## src/rtl/reg_pair_sequencer_pkg.sv

```systemverilog
// reg_pair_sequencer_pkg: opcode constants and FSM state encoding shared by the sequencer slice
package reg_pair_sequencer_pkg;
  localparam logic [1:0] OP_LDA = 2'b00;
  localparam logic [1:0] OP_LDB = 2'b01;
  localparam logic [1:0] OP_ADD = 2'b10;
  localparam logic [1:0] OP_SWP = 2'b11;
  typedef enum logic [1:0] {IDLE, W1, W2, DONE} state_t;
endpackage

```

## src/rtl/reg_pair_sequencer_if.sv

```systemverilog
// reg_pair_sequencer_if: command handshake, register read-back and write bus of the sequencer
// master = command source / register pair side, slave = sequencer side
interface reg_pair_sequencer_if #(parameter int WIDTH = 4);
  logic cmd_valid;
  logic cmd_ready;
  logic [1:0] cmd_op;
  logic [WIDTH-1:0] cmd_data;
  logic [WIDTH-1:0] RegAQ;
  logic [WIDTH-1:0] RegBQ;
  logic [WIDTH-1:0] DBUS;
  logic RegAWn;
  logic RegBWn;
  logic done;
  logic carry;
  modport master (
    output cmd_valid, cmd_op, cmd_data, RegAQ, RegBQ,
    input cmd_ready, DBUS, RegAWn, RegBWn, done, carry
  );
  modport slave (
    input cmd_valid, cmd_op, cmd_data, RegAQ, RegBQ,
    output cmd_ready, DBUS, RegAWn, RegBWn, done, carry
  );
endinterface

```

## src/rtl/reg_pair_sequencer_adder.sv

```systemverilog
// seq_adder: combinational WIDTH-bit adder; ports a, b in, sum and carry-out co out
module seq_adder #(parameter int WIDTH = 4) (
  input logic [WIDTH-1:0] a,
  input logic [WIDTH-1:0] b,
  output logic [WIDTH-1:0] sum,
  output logic co
);
  assign {co, sum} = {1'b0, a} + {1'b0, b};
endmodule

```

## src/rtl/reg_pair_sequencer.sv

```systemverilog
// reg_pair_sequencer: one-command-at-a-time sequencer driving the A/B register pair
// Ports: Clock, Resetn (async active-low), bus (slave: cmd handshake, RegAQ/RegBQ in, DBUS/RegAWn/RegBWn/done/carry out)
module reg_pair_sequencer import reg_pair_sequencer_pkg::*; #(parameter int WIDTH = 4) (
  input logic Clock,
  input logic Resetn,
  reg_pair_sequencer_if.slave bus
);
  state_t state, state_nxt;
  logic [1:0] op;
  logic [WIDTH-1:0] imm, op_a, op_b, sum, w1_val;
  logic co, carry_q;
  seq_adder #(.WIDTH(WIDTH)) u_add (.a(op_a), .b(op_b), .sum(sum), .co(co));
  always_ff @(posedge Clock or negedge Resetn)
    if (!Resetn) begin
      state <= IDLE;
      op <= OP_LDA;
      imm <= '0;
      op_a <= '0;
      op_b <= '0;
      carry_q <= 1'b0;
    end else begin
      state <= state_nxt;
      if (state == IDLE && bus.cmd_valid) begin
        op <= bus.cmd_op;
        imm <= bus.cmd_data;
        op_a <= bus.RegAQ;
        op_b <= bus.RegBQ;
      end
      if (state == W1 && op == OP_ADD) carry_q <= co;
    end
  always_comb
    state_nxt = state == IDLE ? (bus.cmd_valid ? W1 : IDLE) :
                state == W1 ? (op == OP_SWP ? W2 : DONE) :
                state == W2 ? DONE : IDLE;
  // Outputs decode only registered state, so the async reset drops any strobe at once.
  // In DONE the bus keeps showing the word of the final write cycle.
  always_comb begin
    w1_val = op == OP_ADD ? sum : op == OP_SWP ? op_a : imm;
    bus.DBUS = state == IDLE ? '0 :
               state == W1 ? w1_val :
               state == W2 ? op_b :
               op == OP_SWP ? op_b : w1_val;
    bus.RegAWn = !((state == W1 && (op == OP_LDA || op == OP_ADD)) || state == W2);
    bus.RegBWn = !(state == W1 && (op == OP_LDB || op == OP_SWP));
    bus.done = state == DONE;
    bus.cmd_ready = state == IDLE;
    bus.carry = carry_q;
  end
endmodule

```

## src/flat_wrapper.sv

```systemverilog
// flat-port wrapper written by rule: the top's interface ports become plain ports
module reg_pair_sequencer_flat import reg_pair_sequencer_pkg::*;
#(parameter int WIDTH = 4)
  (Clock, Resetn, bus_cmd_valid, bus_cmd_op, bus_cmd_data, bus_RegAQ, bus_RegBQ, bus_cmd_ready, bus_DBUS, bus_RegAWn, bus_RegBWn, bus_done, bus_carry);
  reg_pair_sequencer_if #(.WIDTH(WIDTH)) bus_i ();
  input logic Clock;
  input logic Resetn;
  input wire logic [$bits(bus_i.cmd_valid)-1:0] bus_cmd_valid;
  input wire logic [$bits(bus_i.cmd_op)-1:0] bus_cmd_op;
  input wire logic [$bits(bus_i.cmd_data)-1:0] bus_cmd_data;
  input wire logic [$bits(bus_i.RegAQ)-1:0] bus_RegAQ;
  input wire logic [$bits(bus_i.RegBQ)-1:0] bus_RegBQ;
  output wire logic [$bits(bus_i.cmd_ready)-1:0] bus_cmd_ready;
  output wire logic [$bits(bus_i.DBUS)-1:0] bus_DBUS;
  output wire logic [$bits(bus_i.RegAWn)-1:0] bus_RegAWn;
  output wire logic [$bits(bus_i.RegBWn)-1:0] bus_RegBWn;
  output wire logic [$bits(bus_i.done)-1:0] bus_done;
  output wire logic [$bits(bus_i.carry)-1:0] bus_carry;
  assign bus_i.cmd_valid = bus_cmd_valid;
  assign bus_i.cmd_op = bus_cmd_op;
  assign bus_i.cmd_data = bus_cmd_data;
  assign bus_i.RegAQ = bus_RegAQ;
  assign bus_i.RegBQ = bus_RegBQ;
  assign bus_cmd_ready = bus_i.cmd_ready;
  assign bus_DBUS = bus_i.DBUS;
  assign bus_RegAWn = bus_i.RegAWn;
  assign bus_RegBWn = bus_i.RegBWn;
  assign bus_done = bus_i.done;
  assign bus_carry = bus_i.carry;
  reg_pair_sequencer #(.WIDTH(WIDTH)) u_core (.Clock(Clock), .Resetn(Resetn), .bus(bus_i));
endmodule
```

## config.mk

```make
export PLATFORM = sky130hd
export DESIGN_NAME = reg_pair_sequencer_flat
export DESIGN_NICKNAME = d
export VERILOG_FILES = /design/src/rtl/reg_pair_sequencer_pkg.sv /design/src/rtl/reg_pair_sequencer_if.sv /design/src/rtl/reg_pair_sequencer_adder.sv /design/src/rtl/reg_pair_sequencer.sv /design/src/flat_wrapper.sv
export SDC_FILE = /design/constraint.sdc
export NUM_CORES = 1
export LEC_CHECK = 0
export CELL_PAD_IN_SITES_DETAIL_PLACEMENT = 0
export CELL_PAD_IN_SITES_GLOBAL_PLACEMENT = 1
export CORE_UTILIZATION = 34
export CTS_CLUSTER_DIAMETER = 200
export DETAILED_ROUTE_END_ITERATION = 8
export PLACE_DENSITY = 0.8
export SYNTH_ARGS = -nofsm -noshare
export SYNTH_HDL_FRONTEND = slang
export SYNTH_SLANG_ARGS = --single-unit
```

## constraint.sdc

```tcl
create_clock -name Clock -period 1.7 [get_ports Clock]
set_input_delay 0.34 -clock Clock [delete_from_list [all_inputs] [get_ports Clock]]
set_output_delay 0.34 -clock Clock [all_outputs]
set_load 0.02 [all_outputs]
```

==> impl_metrics.tcl <==
set metrics [dict create \
    num_io_pins 26 \
    fp.coreArea_um2 2810 \
    first_pass_iters 3 \
    layoutNonFillerInstCount 179 \
    fin_ws_ns -0.614 \
    fin_tns_setup_ns -2.72 \
    syn_area_um2 1030 \
    route.detailed.drc 0 \
    critical_path.top_delay_family "adder cells" \
    ys_seq_elements 17 \
    synth_edf_count 0 \
    worst-path-max-fanout 2 \
    path_class "reg2out" \
    fin_skew_ns 0.00548 \
    drt_wl_total_um 2800 \
    initial_core_util_pct 36.7 \
    die_y_um 57 \
    avgSynthCellArea_um2 12.2 \
    setup_violations 7 \
    critPathLaunchType "flip-flop" \
    yosysSeqAreaShare_pct 41.4 \
    grt_pass1_wl_um 4270 \
    rr_startpoint "u_core.op_a[0]" \
    vias 897 \
    cts.path.max_buffers 2 \
    critPathBufInv 1 \
    gp_congestion 0.732 \
    synth_nets 110 \
    synth_common_cells "dfrtp_1, mux2_4, ha_1" \
    num_rows 19 \
    failed_checks "negative setup slack" \
    wl_per_cell_um 15.7 \
    synth_cell_types 28 \
    insertion_delay_ns 0.30 \
    h-tree-depth 1 \
    grt_max_degree 18 \
    max_stage_delay_ns 0.52 \
    synth.most_common_cell "dfrtp_1" \
    drv_slew 0 \
    timing.fmax_mhz 432 \
    die_w_um 57 \
    fp.dieArea_um2 3250 \
    area_growth_pct 76.6 \
    fin_nets 175 \
    hold_slack_ns 0.361 \
    cts_tree "yes" \
    yosysTopAreaCellShare_pct 41.4 \
    synthArstFlopShare_pct 100 \
    fin_crit_sh_pct 136 \
    slew_headroom_pct 72.5 \
    cts-root-buf "clkbuf_4" \
    drt_iter0_drc 13 \
    hold_viol_final 0 \
    yosysTopAreaCell "dfrtp_1" \
    cts_buffers 3 \
    critPathLaunch "u_core.op_a[0]" \
    crit_arrival_ns 1.97 \
    ctsHoldBuffers 0 \
    drive_gt1_share_pct 58.1 \
    routed_via_density 5.01 \
    p_leak_nw 0.852 \
    grt_pass1_vias 935 \
    synth_area_leaders "dfrtp_1, mux2_4, ha_1" \
    dp_hpwl_um 1680 \
    yosysWarnings 0 \
    grt.overflow.total 0 \
    ant_nets 0 \
    crit_chain "ha_2 > fa_2 > mux2i_1 > a21oi_1 > mux2i_1 > nor2_2 > buf_6" \
    ys.flop_type "dfrtp_1" \
    clkSinkCount 17 \
    cp-end-kind "output pin" \
    final_util_pct 64.8 \
    worstPathRequired_ns 1.36 \
    peakVddDrop_v 0.00147 \
    grt_antenna_before_repair 0 \
    tightest_slew_ns 0.411 \
    num_antenna_cells 0 \
    synthCells 84 \
    maxCapViolCount 0 \
    status "complete, but fails checks" \
    min_period_ns 2.31 \
    rsz0062_at_grt "true" \
    placedCellCount 159 \
    clk_pin_slew_ns 0.10 \
    hold_class "in2async" \
    portBuffers 25 \
    grt_util_all_layers_pct 17.3 \
    timing.critical_path.mode_cell "mux2i_1" \
    cp_slowest_cell "fa_2" \
    p_per_area_nw_per_um2 2380 \
]
## cells in the final DEF, fill, tap and decap left out, types with 2 or more instances in the layout
| cell | n |
|---|---|
| nor2_1 | 3 |
| clkbuf_4 | 3 |
| buf_6 | 14 |
| mux2i_1 | 4 |
| ha_1 | 3 |
| a21o_1 | 2 |
| clkdlybuf4s50_1 | 17 |
| a21oi_2 | 2 |
| nor2_4 | 2 |
| nand2_8 | 2 |
| ha_4 | 4 |
| dfrtp_1 | 17 |
| nand2_1 | 2 |
| a21oi_1 | 4 |
| o21ai_0 | 2 |
| mux2_4 | 13 |
| buf_4 | 29 |
## worst paths after layout
check                           cells after the start  slack, ns          endpoint
worst max-delay path                                7      -0.61       bus_DBUS[1]
worst min-delay path                                2       0.36     u_core.imm[2]
worst min register to register                      1       0.52     u_core.imm[0]
worst max register to register                      6       0.02  u_core.bus.carry
min in group Clock                                  1       0.52     u_core.imm[0]
max in group asynchronous                           2       1.15      u_core.op[1]
## report_power, final
part	total (W)	internal [W]	switching, W
Clock	0.000225	0.0000914	0.000134
Combinational	0.00332	0.00187	0.00144
Sequential	0.000785	0.000616	0.000170
## metrics by stage
step	area [µm²]	setup WS, ns	power, W
floorplan	1040	-0.191	0.00223
global placement	1470	-0.700	0.00313
detailed placement	1470	-0.726	0.00317
CTS	1680	-0.629	0.00393
global route	1820	-0.736	0.00463
finish	1820	-0.614	0.00433
## flip-flops by register name (all words and copies together), names as in the netlist
name,count
u_core.imm,4
u_core.op_a,4
u_core.op_b,4
u_core.op,2
u_core.state,2
u_core.bus.carry,1
## metal layers
layer,part of all wire [%],GRT usage (%),vias up
met5,0,0,-
met4,0.46,3.14,0
met3,4.2,4.76,2
met2,54,31.8,25
met1,41,20.2,438
li1,-,-,432
## final cells by class
| class | count | area [µm²] |
|---|---|---|
| Clock buffer | 4 | 26.3 |
| Fill cell | 233 | 988 |
| Inverter | 2 | 10.0 |
| Multi-Input combinational cell | 63 | 736 |
| Sequential cell | 17 | 425 |
| Tap cell | 31 | 38.8 |
| Timing Repair Buffer | 62 | 581 |
## repair_timing
| item | 4_1_cts | 5_1_grt |
|---|---|---|
| pin swaps | 6 | 8 |
| hold endpoints to repair | 0 | 0 |
| endpoints found under the setup margin | 22 | 23 |
| setup buffers | 10 | 8 |
| gates cloned | 0 | 1 |
| resized for setup | 69 | 20 |
## kinds of logic after synthesis
family                     Yosys count  synth area share (%)
and+or+nand+nor                     17                  9.12
AOI/OAI and AO/OA                   16                  10.3
muxes                               18                  22.5
xor gates and xnor gates             2                  1.70
DFF                                 17                  41.4
buffers and inverters                5                  3.28
adders and majority gates            9                  11.7
Power figures use the tool's default switching activity.
